--- src/rtl/song_sequencer.sv ---
// Song ROM walker: fetches one entry at a time, holds its note for its duration in beats.
// Optional SONG_LOOP_EN: restart the selected song at end instead of stopping in END.
module song_sequencer #(
  parameter int ADDR_W    = 7,
  parameter int NUM_SONGS = 2,
  parameter int SEL_W     = 1,
  parameter int NOTE_W    = 6,
  parameter int DUR_W     = 6,
  parameter int DATA_W    = 16
) (
  input  logic              clk,
  input  logic              reset_n,
  input  logic              play,
  input  logic [SEL_W-1:0]  song_sel,
  input  logic              beat,
  output logic [ADDR_W-1:0] rom_addr,
  input  logic [DATA_W-1:0] rom_data,
  output logic [NOTE_W-1:0] note,
  output logic              new_note,
  output logic              busy,
  output logic              song_done
);

  localparam int SEG_LOG2 = ADDR_W - $clog2(NUM_SONGS);
  localparam logic [ADDR_W-1:0] SEG_MASK = ADDR_W'((1 << SEG_LOG2) - 1);

  typedef enum logic [2:0] {S_IDLE, S_FETCH, S_LOAD, S_HOLD, S_END} state_t;

  state_t            state_reg, state_next;
  logic [ADDR_W-1:0] base_reg, base_next;
  logic [DUR_W-1:0]  cnt_reg, cnt_next;
  logic [ADDR_W-1:0] rom_addr_next;
  logic [NOTE_W-1:0] note_next;
  logic              new_note_next, song_done_next, busy_next;
  logic              end_song;

  logic [NOTE_W-1:0] entry_note;
  logic [DUR_W-1:0]  entry_dur;
  logic [ADDR_W-1:0] sel_base;
  logic [ADDR_W-1:0] seg_last;
  logic              unused_rom_parity;

  assign entry_note = rom_data[DATA_W-2 -: NOTE_W];
  assign entry_dur  = rom_data[DATA_W-2-NOTE_W -: DUR_W];
  // Segments are power-of-two aligned, so the last address is the base with the low bits set.
  assign sel_base   = ADDR_W'(song_sel) << SEG_LOG2;
  assign seg_last   = base_reg | SEG_MASK;
  assign unused_rom_parity = ^rom_data;

  always_ff @(posedge clk or negedge reset_n) begin
    if (!reset_n) begin
      state_reg <= S_IDLE;
      base_reg  <= '0;
      cnt_reg   <= '0;
      rom_addr  <= '0;
      note      <= '0;
      new_note  <= 1'b0;
      busy      <= 1'b0;
      song_done <= 1'b0;
    end else begin
      state_reg <= state_next;
      base_reg  <= base_next;
      cnt_reg   <= cnt_next;
      rom_addr  <= rom_addr_next;
      note      <= note_next;
      new_note  <= new_note_next;
      busy      <= busy_next;
      song_done <= song_done_next;
    end
  end

  always_comb begin
    state_next     = state_reg;
    base_next      = base_reg;
    cnt_next       = cnt_reg;
    rom_addr_next  = rom_addr;
    note_next      = note;
    new_note_next  = 1'b0;
    song_done_next = 1'b0;
    end_song       = 1'b0;

    // Dropping play aborts from anywhere, ahead of beats and end conditions.
    if (state_reg != S_IDLE && !play) begin
      state_next = S_IDLE;
      note_next  = '0;
    end else begin
      case (state_reg)
        S_IDLE: begin
          if (play) begin
            base_next     = sel_base;
            rom_addr_next = sel_base;
            state_next    = S_FETCH;
          end
        end
        S_FETCH: state_next = S_LOAD;
        S_LOAD: begin
          if (entry_dur == '0) begin
            end_song = 1'b1;
          end else begin
            note_next     = entry_note;
            new_note_next = 1'b1;
            cnt_next      = entry_dur;
            state_next    = S_HOLD;
          end
        end
        S_HOLD: begin
          if (beat) begin
            if (cnt_reg == DUR_W'(1)) begin
              if (rom_addr == seg_last) begin
                end_song = 1'b1;
              end else begin
                rom_addr_next = rom_addr + ADDR_W'(1);
                state_next    = S_FETCH;
              end
            end else begin
              cnt_next = cnt_reg - DUR_W'(1);
            end
          end
        end
        S_END: state_next = S_END;
        default: state_next = S_IDLE;
      endcase

      if (end_song) begin
        song_done_next = 1'b1;
        note_next      = '0;
`ifdef SONG_LOOP_EN
        rom_addr_next  = base_reg;
        state_next     = S_FETCH;
`else
        state_next     = S_END;
`endif
      end
    end

    busy_next = (state_next != S_IDLE);
  end

endmodule

--- config.mk ---
export PLATFORM = sky130hd
export DESIGN_NAME = song_sequencer
export DESIGN_NICKNAME = d
export VERILOG_FILES = /design/src/rtl/song_sequencer.sv
export SDC_FILE = /design/constraint.sdc
export NUM_CORES = 1
export LEC_CHECK = 0
export BUFFER_PORTS_ARGS = -buffer_cell sky130_fd_sc_hd__buf_4
export CORE_UTILIZATION = 45
export DETAILED_ROUTE_END_ITERATION = 6
export PLACE_DENSITY = 0.71
export SLEW_MARGIN = 40
export SYNTH_ARGS = -nofsm -noshare
export SYNTH_HDL_FRONTEND = slang
export SYNTH_SLANG_ARGS = --single-unit
--- constraint.sdc ---
create_clock -name clk -period 4.36 [get_ports clk]
set_clock_uncertainty 0.05 [all_clocks]
set_input_delay 0 -clock clk [delete_from_list [all_inputs] [get_ports clk]]
set_output_delay 0 -clock clk [all_outputs]
set_load 0.1 [all_outputs]
After elaboration in Yosys (flattened, before gate mapping)

Cells that the tools add are included.

Bitwise operators: 1
Add/subtract/negate cells: 2
Eq/ne operators: 13
Muxes and demuxes: 32
Reduce and logical (&&, ||, !) cells: 13

Operators with widths:

| kind                  | count |
|---|---|
| $mux W6               | 7 |
| $mux W7               | 4 |
| $mux W3               | 7 |
| $pmux W3 S5           | 1 |
| $pmux W7 S2           | 1 |
| $ne A2 B2 Y1 const B  | 6 |
| $pmux W6 S2           | 1 |
| $mux W1               | 10 |
| $reduce_bool A3 Y1    | 3 |
| $add A7 B1 Y7 const B | 1 |
| $eq A7 B7 Y1          | 1 |
| $eq A3 B2 Y1 const B  | 2 |
| $eq A6 B1 Y1 const B  | 1 |
| $logic_not A6 Y1      | 1 |
| $reduce_and A6 Y1     | 1 |
| $sub A6 B1 Y6 const B | 1 |
| $reduce_and A5 Y1     | 1 |
| $reduce_bool A2 Y1    | 2 |
| $eq A3 B1 Y1 const B  | 1 |
| $eq A3 B3 Y1 const B  | 1 |
| $logic_not A3 Y1      | 1 |
| $ne A3 B2 Y1 const B  | 1 |
| $reduce_and A3 Y1     | 1 |
| $pmux W1 S2           | 1 |
| other kinds (4)       | 4 |

Output and inout port bits: 16
Bits in registers: 26
Logic and storage cells: 69

Depth between registers and ports, before layout

Depth after elaboration: 9
Gate-level depth with buffers: 6
Depth with buffers taken out: 6

Worst setup path before layout

No wires, ideal clock.

Path kind: flip-flop to flip-flop
From: reg rom_addr[0]
To: reg state_reg[1]
Period minus slack after synthesis: 2.332 ns
Path slack: 2.028 ns
Stages on the path, launching flop included: 7
Required time: 4.209 ns
Arrival time: 2.181 ns
Cells stage by stage: dfrtp_1 -> ha_1 -> and3_1 -> and3_1 -> buf_2 -> a31o_2 -> nor4_1

Word-level cells in the longest chain between the ends: 8
Elaborated cells on any way between the ends: 12
Those cells by class: eq/ne: 1; mux: 11

RTL lines:

| what                     | RTL line | source |
|---|---|---|
| start: declaration       | 16       | `output logic [ADDR_W-1:0] rom_addr,` |
| start signal: assignment | 64       | `rom_addr <= rom_addr_next;` |
| $eq A7 B7 Y1 *           | 109      | `if (rom_addr == seg_last) begin` |
| $mux W1                  | 109      |  |
| $mux W1                  | 108      | `if (cnt_reg == DUR_W'(1)) begin` |
| $mux W1                  | 107      | `if (beat) begin` |
| $pmux W1 S2              | 87       | `case (state_reg)` |
| $mux W1                  | 83       | `if (state_reg != S_IDLE && !play) begin` |
| $mux W3 *                | 124      | `if (end_song) begin` |
| $mux W3 *                | 83       |  |
| named net state_next[1]  | 29       | `state_t state_reg, state_next;` |
| end signal: assignment   | 61       | `state_reg <= state_next;` |
| end: declaration         | 29       |  |

The timed path passes the listed nets; every way through them passes the cells marked *. The select of a mux whose other input is x is not followed.
A chain may end at the register's enable or synchronous reset.

Final worst setup path

From: reg state_reg[1]
To: reg cnt_reg[1]

Word-level cells in the longest chain between the ends: 4
Elaborated cells on any way between the ends: 11
Those cells by class: eq/ne: 5; mux: 1; bitwise: 1; reduce/logical: 4

RTL lines:

| what                                                      | RTL line | source |
|---|---|---|
| branches (longest 4 deep; another with $reduce_and A5 Y1) | --       |  |
| end signal: assignment                                    | 63       | `cnt_reg <= cnt_next;` |
| end: declaration                                          | 31       | `logic [DUR_W-1:0] cnt_reg, cnt_next;` |

Several ways; the timed one is not identified.

==> metrics.csv <==
metric;value;unit
Post-synth ARST share;100;%
critical path peak fanout;18;
core area;0.00336;sq mm
vias in the first global route;1362;
Slew headroom;51.3;%
EDFF count, synth;0;
WL/cell;14.9;um
transition time of the tightest slew-check pin;0.728;ns
Ys Warns;0;
post-layout net count;240;
final cycle utilization of the critical path;57.6;%
GR Overflow Total;0;
DRC Markers;0;
antenna viol nets, final;0;
clock buffer depth;2;
overall die width;61.3;um
post-DP HPWL;2650;um
layout cells sized above 1;19.1;%
I/O Buffers;32;
maximum vdd drop;0.000209;V
CTS tree;yes;
Crit-path slowest cell;dfrtp_1;
Clk Latency, worst-skew pair;0.33;ns
placer congestion estimate;0.853;
CP Capture Type;flop;
min Tclk post-route;2.51;ns
register bit count reported by yosys;26;
hold crit path type;input pin to flop;
Final Max Tran Viols;0;
cell family with most CP delay;compound AO/OA/AOI/OAI gates;
RSZ-0062 raised after global routing;false;
Crit path largest cell delay;0.64;ns
pwr/cell area;487;mW/mm^2
WS Path Type;flop to flop;
Clock Pin Slew Worst Setup and Hold Paths;0.14;ns
Row Count;21;
Critical Path RT;4.54;ns
max cap viols;0;
critical path arrival;2.69;ns
Final Hold Violating Endpoints;0;
top-area cell type share of the netlist area;41.1;%
full die area;0.00376;sq mm
Initial Utilization;47.1;%
H-Tree Depth;1;
Synth cell types;50;
largest net degree at the start of global routing;27;
Lkg Pwr;0.881;nW
first drt pass iteration count;4;
Avg Vias per Cell;5.85;
clock sinks;26;
Finish-stage setup viols;0;
Post-Synthesis Cells;173;
hold slack final;0.0189;ns
most common cell after layout, fill and taps aside;buf_4;
commonest cells after routing, fill and taps aside;buf_4, dfrtp_1, nand2_1, dlygate4sd3_1, a21oi_1;
initial antenna violation count;0;
post-CTS sizing;0;
mapped cell area;0.00158;sq mm
Initial DRC Count;68;
Placed Area;0.00184;sq mm
Vias;1528;
Setup crit start kind;flop;
IO Count;37;
syn_area_per_cell;9.15;sq um
crit-path cells;nand3b_1 > a21oi_1 > o21ai_1 > mux2_1;
first-pass GRT wire length;6150;um
Synth area leaders;dfrtp_1, a21oi_1, nand2_1, nor3_1, nand3_1;
Die Height;61.3;um
syn_nets;197;
CTS root buffer;clkbuf_4;
cell area after layout;0.00205;sq mm
final wirelength;3890;um
register area share after synthesis;41.1;%
largest area contributor in the netlist;dfrtp_1;
status;finished, final reports clean;
Max Fclk;398;MHz
Final TNS setup;0;ns
max reg flops;7;
Num CTS Buffers;3;
area grow syn2layout;29.2;%
WP buf/inv;0;
GRT Total Usage;22.5;%
ant diodes;0;
Top FF cell, synth;dfrtp_1;
## path summary, 6_finish.rpt
path | to | depth (start not counted) | slack, ns | from
max in group asynchronous | cnt_reg[4]$_DFFE_PN0P_ | 2 | 3.98 | reset_n
min in group asynchronous | rom_addr[5]$_DFFE_PN0P_ | 2 | 0.04 | reset_n
hold reg to reg | note[5]$_DFFE_PN0P_ | 2 | 0.49 | note[5]$_DFFE_PN0P_
setup / recovery | cnt_reg[1]$_DFFE_PN0P_ | 4 | 1.85 | state_reg[1]$_DFF_PN0_
hold / removal | rom_addr[4]$_DFFE_PN0P_ | 4 | 0.02 | beat
setup reg to reg | cnt_reg[1]$_DFFE_PN0P_ | 4 | 1.85 | state_reg[1]$_DFF_PN0_
## cells in the mapped netlist (2+ instances only)
master / number
a21o_1: 2
a21oi_1: 14
and2_1: 2
and3_1: 4
buf_2: 3
clkbuf_1: 6
dfrtp_1: 26
ha_1: 3
inv_1: 3
mux2_1: 2
nand2_1: 16
nand2b_1: 4
nand3_1: 8
nand4_1: 5
nand4b_1: 3
nor2_1: 5
nor2b_1: 3
nor3_1: 9
nor3b_1: 4
nor4_1: 5
o21a_1: 4
o21ai_0: 3
o221ai_1: 4
o2bb2ai_1: 4
o31ai_1: 2
or3_1: 2
or3b_1: 2
or4_1: 2
or4b_1: 2
## where the power goes
group	leakage (nW)	internal, W	switching, W
clock network	0.0279	0.0000930	0.0000753
logic	0.516	0.000152	0.000309
registers	0.337	0.000295	0.0000706
## worst reg2reg max path, delay by kind of cell, from the launching register on
kind	cells	cell delay, ns
AO/OA/AOI/OAI	2	0.83
flip-flops	1	0.64
multiplexers	1	0.36
AND/OR/NAND/NOR	1	0.55
## layer usage
layer,part of all wire [%],global-route usage (%),vias up
met4,1.5,9.09,0
met5,0,0,-
met2,49,36.3,33
met3,2.6,2.73,6
li1,-,-,749
met1,47,30.8,740
## cell type report
| class | instances | area [sq um] |
|---|---|---|
| clock buffers | 3 | 22.5 |
| flip-flops and latches | 26 | 651 |
| fillers | 311 | 1320 |
| well taps | 46 | 57.6 |
| multi-input cells | 135 | 883 |
| inverters | 3 | 11.3 |
| clock inverters | 1 | 30.0 |
| repair buffers | 47 | 390 |
## what timing repair did
action                                 CTS  global route
endpoints found under the hold margin   47             0
setup buffers                            0             0
hold buffers                            15             0
## cells by family after synthesis
group | after synthesis | synth area share, %
xor+xnor | 1 | 0.553
simple gates | 82 | 30.5
mux | 3 | 2.06
compound gates | 46 | 20.3
buf+inv | 12 | 3.08
flops | 26 | 41.1
fa+ha+maj | 3 | 2.37
## per-stage QoR
| stage | power (W) | std cells | util [%] | worst slack (ns) |
|---|---|---|---|---|
| 6_report | 0.000995 | 261 | 60.8 | 1.85 |
| 5_1_grt | 0.00105 | 261 | 60.8 | 1.70 |
| 4_1_cts | 0.000995 | 261 | 60.8 | 1.91 |
| 3_5_place_dp | 0.000816 | 242 | 54.8 | 1.93 |
| 3_3_place_gp | 0.000802 | 242 | 54.8 | 2.00 |
| 2_1_floorplan | 0.000705 | 173 | - | 2.03 |
Power figures use the tool's default switching activity.
